## src/rtl/stage_pkg.sv

```systemverilog
// Shared types and defaults for the stage arbiter and its round-robin picker.
package stage_pkg;

  localparam int unsigned NREQ_DEF     = 4;
  localparam int unsigned HOLD_MAX_DEF = 8;
  localparam int unsigned CNT_W        = 8;

  typedef enum logic [1:0] {
    IDLE    = 2'd0,
    GRANT   = 2'd1,
    HOLD    = 2'd2,
    RELEASE = 2'd3
  } state_t;

endpackage

```

## src/rtl/rr_pick.sv

```systemverilog
// Round-robin picker: first asserted request at or after (last+1) mod NREQ.
module rr_pick
  import stage_pkg::*;
#(
  parameter  int unsigned NREQ = NREQ_DEF,
  localparam int unsigned IDW  = $clog2(NREQ)
) (
  input  logic [NREQ-1:0] req,
  input  logic [IDW-1:0]  last,
  output logic [IDW-1:0]  winner,
  output logic            any
);

  int unsigned idx;

  always_comb begin
    winner = '0;
    any    = 1'b0;
    idx    = 0;
    for (int unsigned i = 1; i <= NREQ; i++) begin
      idx = (32'(last) + i) % NREQ;
      if (!any && req[IDW'(idx)]) begin
        any    = 1'b1;
        winner = IDW'(idx);
      end
    end
  end

endmodule

```

## src/rtl/stage_arbiter.sv

```systemverilog
// Round-robin arbiter granting one requester at a time to a shared resource,
// with bounded hold time and a one-cycle result pulse at release.
module stage_arbiter
  import stage_pkg::*;
#(
  parameter  int unsigned NREQ     = NREQ_DEF,
  parameter  int unsigned HOLD_MAX = HOLD_MAX_DEF,
  localparam int unsigned IDW      = $clog2(NREQ)
) (
  input  logic              clk,
  input  logic              resetb,
  input  logic [NREQ-1:0]   req,
  input  logic [2*NREQ-1:0] req_gossamer,
  input  logic [NREQ-1:0]   req_city,
  output logic [NREQ-1:0]   grant,
  output logic              m_disconnection,
  output logic [1:0]        m_gossamer,
  output logic              m_two_guitars,
  input  logic              m_nothing_of_note,
  output logic              result_valid,
  output logic [IDW-1:0]    result_id,
  output logic              result_data
);

  state_t            state_q, state_d;
  logic [IDW-1:0]    win_q, win_d;
  logic [IDW-1:0]    last_q, last_d;
  logic [CNT_W-1:0]  cnt_q, cnt_d;
  logic [NREQ-1:0]   grant_d;
  logic              disc_d;
  logic [1:0]        gos_d;
  logic              tg_d;
  logic              rv_d;
  logic [IDW-1:0]    rid_d;
  logic              rdata_d;
  logic              go_release;

  logic [IDW-1:0]    pick;
  logic              pick_any;

  rr_pick #(.NREQ(NREQ)) u_rr_pick (
    .req    (req),
    .last   (last_q),
    .winner (pick),
    .any    (pick_any)
  );

  // Next-state and next-output logic; outputs reflect the state being entered.
  always_comb begin
    state_d    = state_q;
    win_d      = win_q;
    last_d     = last_q;
    cnt_d      = cnt_q;
    grant_d    = grant;
    disc_d     = m_disconnection;
    gos_d      = m_gossamer;
    tg_d       = m_two_guitars;
    rv_d       = 1'b0;
    rid_d      = result_id;
    rdata_d    = result_data;
    go_release = 1'b0;

    case (state_q)
      IDLE: begin
        if (pick_any) begin
          state_d = GRANT;
          win_d   = pick;
          grant_d = NREQ'(1) << pick;
          disc_d  = 1'b0;
          gos_d   = req_gossamer[{pick, 1'b0} +: 2];
          tg_d    = req_city[pick];
        end
      end
      GRANT: begin
        if (!req[win_q]) begin
          go_release = 1'b1;
        end else begin
          state_d = HOLD;
          cnt_d   = '0;
        end
      end
      HOLD: begin
        if (!req[win_q] || cnt_q == CNT_W'(HOLD_MAX - 1)) begin
          go_release = 1'b1;
        end else if (cnt_q != '1) begin
          cnt_d = cnt_q + CNT_W'(1);
        end
      end
      RELEASE: begin
        state_d = IDLE;
      end
      default: begin
        state_d = IDLE;
      end
    endcase

    // Resource output is sampled while still connected, just before disconnect.
    if (go_release) begin
      state_d = RELEASE;
      grant_d = '0;
      disc_d  = 1'b1;
      rv_d    = 1'b1;
      rid_d   = win_q;
      rdata_d = m_nothing_of_note;
      last_d  = win_q;
    end
  end

  always_ff @(posedge clk or posedge resetb) begin
    if (resetb) begin
      state_q         <= IDLE;
      win_q           <= '0;
      last_q          <= IDW'(NREQ - 1);
      cnt_q           <= '0;
      grant           <= '0;
      m_disconnection <= 1'b1;
      m_gossamer      <= 2'b00;
      m_two_guitars   <= 1'b0;
      result_valid    <= 1'b0;
      result_id       <= '0;
      result_data     <= 1'b0;
    end else begin
      state_q         <= state_d;
      win_q           <= win_d;
      last_q          <= last_d;
      cnt_q           <= cnt_d;
      grant           <= grant_d;
      m_disconnection <= disc_d;
      m_gossamer      <= gos_d;
      m_two_guitars   <= tg_d;
      result_valid    <= rv_d;
      result_id       <= rid_d;
      result_data     <= rdata_d;
    end
  end

endmodule

```

## config.mk

```make
export PLATFORM = sky130hd
export DESIGN_NAME = stage_arbiter
export DESIGN_NICKNAME = d
export VERILOG_FILES = /design/src/rtl/stage_pkg.sv /design/src/rtl/rr_pick.sv /design/src/rtl/stage_arbiter.sv
export SDC_FILE = /design/constraint.sdc
export NUM_CORES = 1
export LEC_CHECK = 0
export BUFFER_PORTS_ARGS = -buffer_cell sky130_fd_sc_hd__buf_4
export CAP_MARGIN = 20
export CORE_UTILIZATION = 48
export CTS_CLUSTER_SIZE = 12
export DETAILED_ROUTE_END_ITERATION = 8
export GPL_ROUTABILITY_DRIVEN = 0
export HOLD_SLACK_MARGIN = 0.15
export PLACE_DENSITY = 0.74
export SLEW_MARGIN = 10
export SYNTH_ARGS = -nofsm -noshare
export SYNTH_HDL_FRONTEND = slang
export SYNTH_SLANG_ARGS = --single-unit
export TNS_END_PERCENT = 1
```

## constraint.sdc

```tcl
create_clock -name clk -period 2 [get_ports clk]
set_clock_uncertainty 0.05 [all_clocks]
set_input_delay 0.2 -clock clk [delete_from_list [all_inputs] [get_ports clk]]
set_output_delay 0.2 -clock clk [all_outputs]
set_load 0.005 [all_outputs]
```

==> metrics <==
status=complete, but fails checks; violated checks=design-rule violations, negative setup slack; leakage component of the power=0.964 nW; CP endpoint kind=register; NumNets Final=230; Finished Layout Cells=about 240; pin count of the biggest net entering global routing=27; fraction of final layout cells sized beyond drive strength 1=approximately 36%; Core ar.=between 0.002 and 0.003 mm^2; max-cap viol count=0; critical path arrival=approximately 2.2 ns; Post-Route Hold Slack=roughly 0.19 ns; total of flip-flops plus latches after synthesis=26; area grow syn2layout=35.4%; fraction of the mapped netlist area in adder cells=around 4.3%; RSZ-0062 raised after global routing=yes; Core Rows=19; Synth cell types=36; cell with the most instances after synthesis=sky130_fd_sc_hd__nand2_1; Post-Syn Nets=between 150 and 200; Slew Limit Fails=0; min Tclk post-route=a little over 2 ns; clock transition at the register clock pins on the worst setup and hold paths after CTS=between 0.1 and 0.15 ns; number of endpoints failing setup at the final stage=2; Worst path max stage delay=0.55 ns; initial antenna violation count=0; buffer type at the clock tree root=sky130_fd_sc_hd__clkbuf_4; CP Max Fanout=6; simple-gate portion of the synthesized area=around a quarter; top-area cell type share of the netlist area=roughly 40%; area of the mapped netlist=around 0.0015 mm^2; reg-to-reg startpoint=state_q[1]$_DFFE_PP0P_; combinational power share=about half; fraction of registers with async set/reset=100%; clock sink count=26; Filler Cell Count=220; worst-margin pin slew=0.687 ns; clock tree from TritonCTS=yes; Post-Place Worst Slack=-0.0554 ns; HPWL after detailed placement=2.55 mm; number of optimization iterations in the first detailed-route pass=6; cell type with the highest aggregate area in the netlist=sky130_fd_sc_hd__dfrtp_1; share of synthesized area spent on multiplexers=roughly 3.6%; DRC=2; number of instances in the synthesized netlist=approximately 160; first-pass GRT wire length=about 5.7 mm; mean number of vias per cell=between 5 and 6; Psw=0.985 mW; fin crit share=101%; sequential-to-total area share from yosys stat=between 40 and 50%; Post-synth top flop=sky130_fd_sc_hd__dfrtp_1; total clock buffers created by CTS=3; IR drop worst, VDD=roughly 0.79 mV; Hold Path Class=primary input to register; sw frac=around two fifths; buffers and inverters on the worst path=0; die outline width=57.0 um; kind of cell adding the most delay to the critical path=simple AND/OR/NAND/NOR gates; cell types with the largest area share after synthesis=sky130_fd_sc_hd__dfrtp_1, sky130_fd_sc_hd__nand2_1, sky130_fd_sc_hd__dfstp_2, sky130_fd_sc_hd__o21ai_0, sky130_fd_sc_hd__ha_1; number of warnings printed during yosys synthesis=0; count of flip-flops with a built-in enable after synthesis=0; average footprint of a synthesized cell=between 9 and 10 um^2; compound-gate portion of the synthesized area=20.5%; final instance area=0.00197 mm^2; HP Start=req_gossamer[7]; total global routing overflow=0; area share of xor/xnor cells in the synthesized design=0%; relative max-transition margin=a little over half; effective utilization at floorplan=51.8%; total number of H-tree levels=1; Setup crit start kind=register; global routing usage summed across all routing layers=a little under a quarter; Iter 0 DRT Violations=73; number of global-route vias before repair=1304; internal power component=1.59 mW; list of cells traversed by the critical path=ha_4 > nand3_4 > nor3_2 > or4b_4 > or2_4 > o41ai_2; count of pins on the block boundary=31; die outline height=approximately 57 um; Commonest cells post-synth=sky130_fd_sc_hd__nand2_1, sky130_fd_sc_hd__dfrtp_1, sky130_fd_sc_hd__nor2_1; routed length per placed instance=14.4 um; Clk Latency, worst-skew pair=approximately 0.33 ns; placed inst area=roughly 0.0018 mm^2; Antenna Nets Post-Route=0; least setup slack across all paths after layout=-0.0206 ns; relative contribution of the clock network to total power=between 10 and 15%; required time reported for the critical path endpoint=around 2.2 ns; dpl cells=about 230; total via count after detailed routing=about 1400; origin of the worst setup path=state_q[1]$_DFFE_PP0P_; power density normalized to cell area=~1300 mW/mm^2; Peak Freq=0.495 GHz; Crit-path slowest cell=sky130_fd_sc_hd__or4b_4; die footprint=0.00325 mm^2; number of buffers inserted by port buffering=30; aggregate routed wire length=about 3.4 mm; dominant combinational cell family by area after synthesis=simple AND/OR/NAND/NOR gates; critical path type=register to register; CTS Buffer Depth=2; antenna diode count=0; count of final hold-check violations=0; sequential cell fraction of total power=about a third
[worst min-delay path, delay by kind of cell]
family	cells	cell delay (ns)
muxes	1	0.10
buffers and inverters	1	0.11
AOI/OAI and AO/OA	1	0.12
[metrics by stage]
stage | power, mW | util (%) | setup TNS (ns)
after floorplan | 1.66 | - | -0.148
after detailed placement | 2.16 | 65.4 | -0.116
final | 2.57 | 70.2 | -0.0322
after global routing | 2.77 | 70.2 | -0.239
after global placement | 2.10 | 65.4 | 0
after CTS | 2.56 | 68.6 | 0
[power groups by stage]
stage	clock, mW	combinational, mW	sequential [mW]
after detailed placement	0	1.27	0.890
after CTS	0.379	1.30	0.884
after global routing	0.393	1.47	0.912
after floorplan	0	0.778	0.885
final	0.364	1.33	0.885
after global placement	0	1.22	0.879
[final cells by class]
type	count	area, um^2	share of cell area [%]
Multi-Input combinational cell	122	845	42.9
Sequential cell	26	656	33.3
Timing Repair Buffer	46	350	17.8
Tap cell	31	38.8	1.97
Clock inverter	1	30.0	1.53
Inverter	7	26.3	1.34
Clock buffer	3	22.5	1.14
[per-layer routing]
metal / track usage, % / wire length [um] / vias up / share of wire [%]
met4: 7.32 / 55 / 0 / 1.6
met1: 30.0 / 1520 / 662 / 45
met3: 4.99 / 193 / 7 / 5.7
li1: - / - / 667 / -
met5: 0 / 0 / - / 0
met2: 38.7 / 1640 / 36 / 48
[flip-flops by register name (all words and copies together) (netlist names), 2 cells and up]
name	count
cnt_q	8
grant	4
last_q	2
m_gossamer	2
result_id	2
state_q	2
win_q	2
[timing repair]
item                                    in CTS  in global routing
endpoints found under the hold margin       27                  0
endpoints found under the setup margin       4                  7
setup buffers                                1                  0
hold buffers                                 2                  0
pin swaps                                    0                  0
gates resized for setup                      4                 11
[path summary, 6_finish.rpt]
kind                                                    end  slack, ns  cells after the start
worst min-delay path              m_gossamer[1]$_DFFE_PP0P_       0.19                      3
min in group asynchronous              cnt_q[6]$_DFFE_PP0P_       0.40                      4
worst min register to register  m_disconnection$_DFFE_PP1P_       0.43                      2
worst max-delay path                   cnt_q[5]$_DFFE_PP0P_      -0.02                      6
max in group asynchronous             last_q[1]$_DFFE_PP1P_       1.20                      4
worst max register to register         cnt_q[5]$_DFFE_PP0P_      -0.02                      6
[logic make-up after synthesis]
family,after synthesis
fa+ha+maj,5
mux,4
compound gates,42
flops,26
buf+inv,10
simple gates,71
[placed cells by master (no fill, tap or decap), types with 2 or more instances in the layout]
| cell | n |
|---|---|
| sky130_fd_sc_hd__buf_4 | 44 |
| sky130_fd_sc_hd__nand2_1 | 28 |
| sky130_fd_sc_hd__dfrtp_1 | 22 |
| sky130_fd_sc_hd__nor2_1 | 16 |
| sky130_fd_sc_hd__o21ai_0 | 9 |
| sky130_fd_sc_hd__nand3_1 | 6 |
| sky130_fd_sc_hd__o21ai_1 | 4 |
| sky130_fd_sc_hd__nand2b_1 | 4 |
| sky130_fd_sc_hd__a21oi_1 | 4 |
| sky130_fd_sc_hd__a22oi_1 | 4 |
| sky130_fd_sc_hd__nand4_1 | 4 |
| sky130_fd_sc_hd__inv_1 | 4 |
| sky130_fd_sc_hd__inv_2 | 3 |
| sky130_fd_sc_hd__o41ai_2 | 3 |
| sky130_fd_sc_hd__mux2i_1 | 3 |
| sky130_fd_sc_hd__o31ai_1 | 3 |
| sky130_fd_sc_hd__a21bo_2 | 3 |
| sky130_fd_sc_hd__o311ai_0 | 3 |
| sky130_fd_sc_hd__clkbuf_4 | 3 |
| sky130_fd_sc_hd__dfstp_2 | 3 |
| sky130_fd_sc_hd__or4_1 | 2 |
| sky130_fd_sc_hd__nor3_2 | 2 |
| sky130_fd_sc_hd__nor2b_1 | 2 |
| sky130_fd_sc_hd__a21o_1 | 2 |
| sky130_fd_sc_hd__o21a_1 | 2 |
| sky130_fd_sc_hd__ha_1 | 2 |
| sky130_fd_sc_hd__ha_4 | 2 |
| sky130_fd_sc_hd__dlygate4sd3_1 | 2 |
Power figures use the tool's default switching activity.
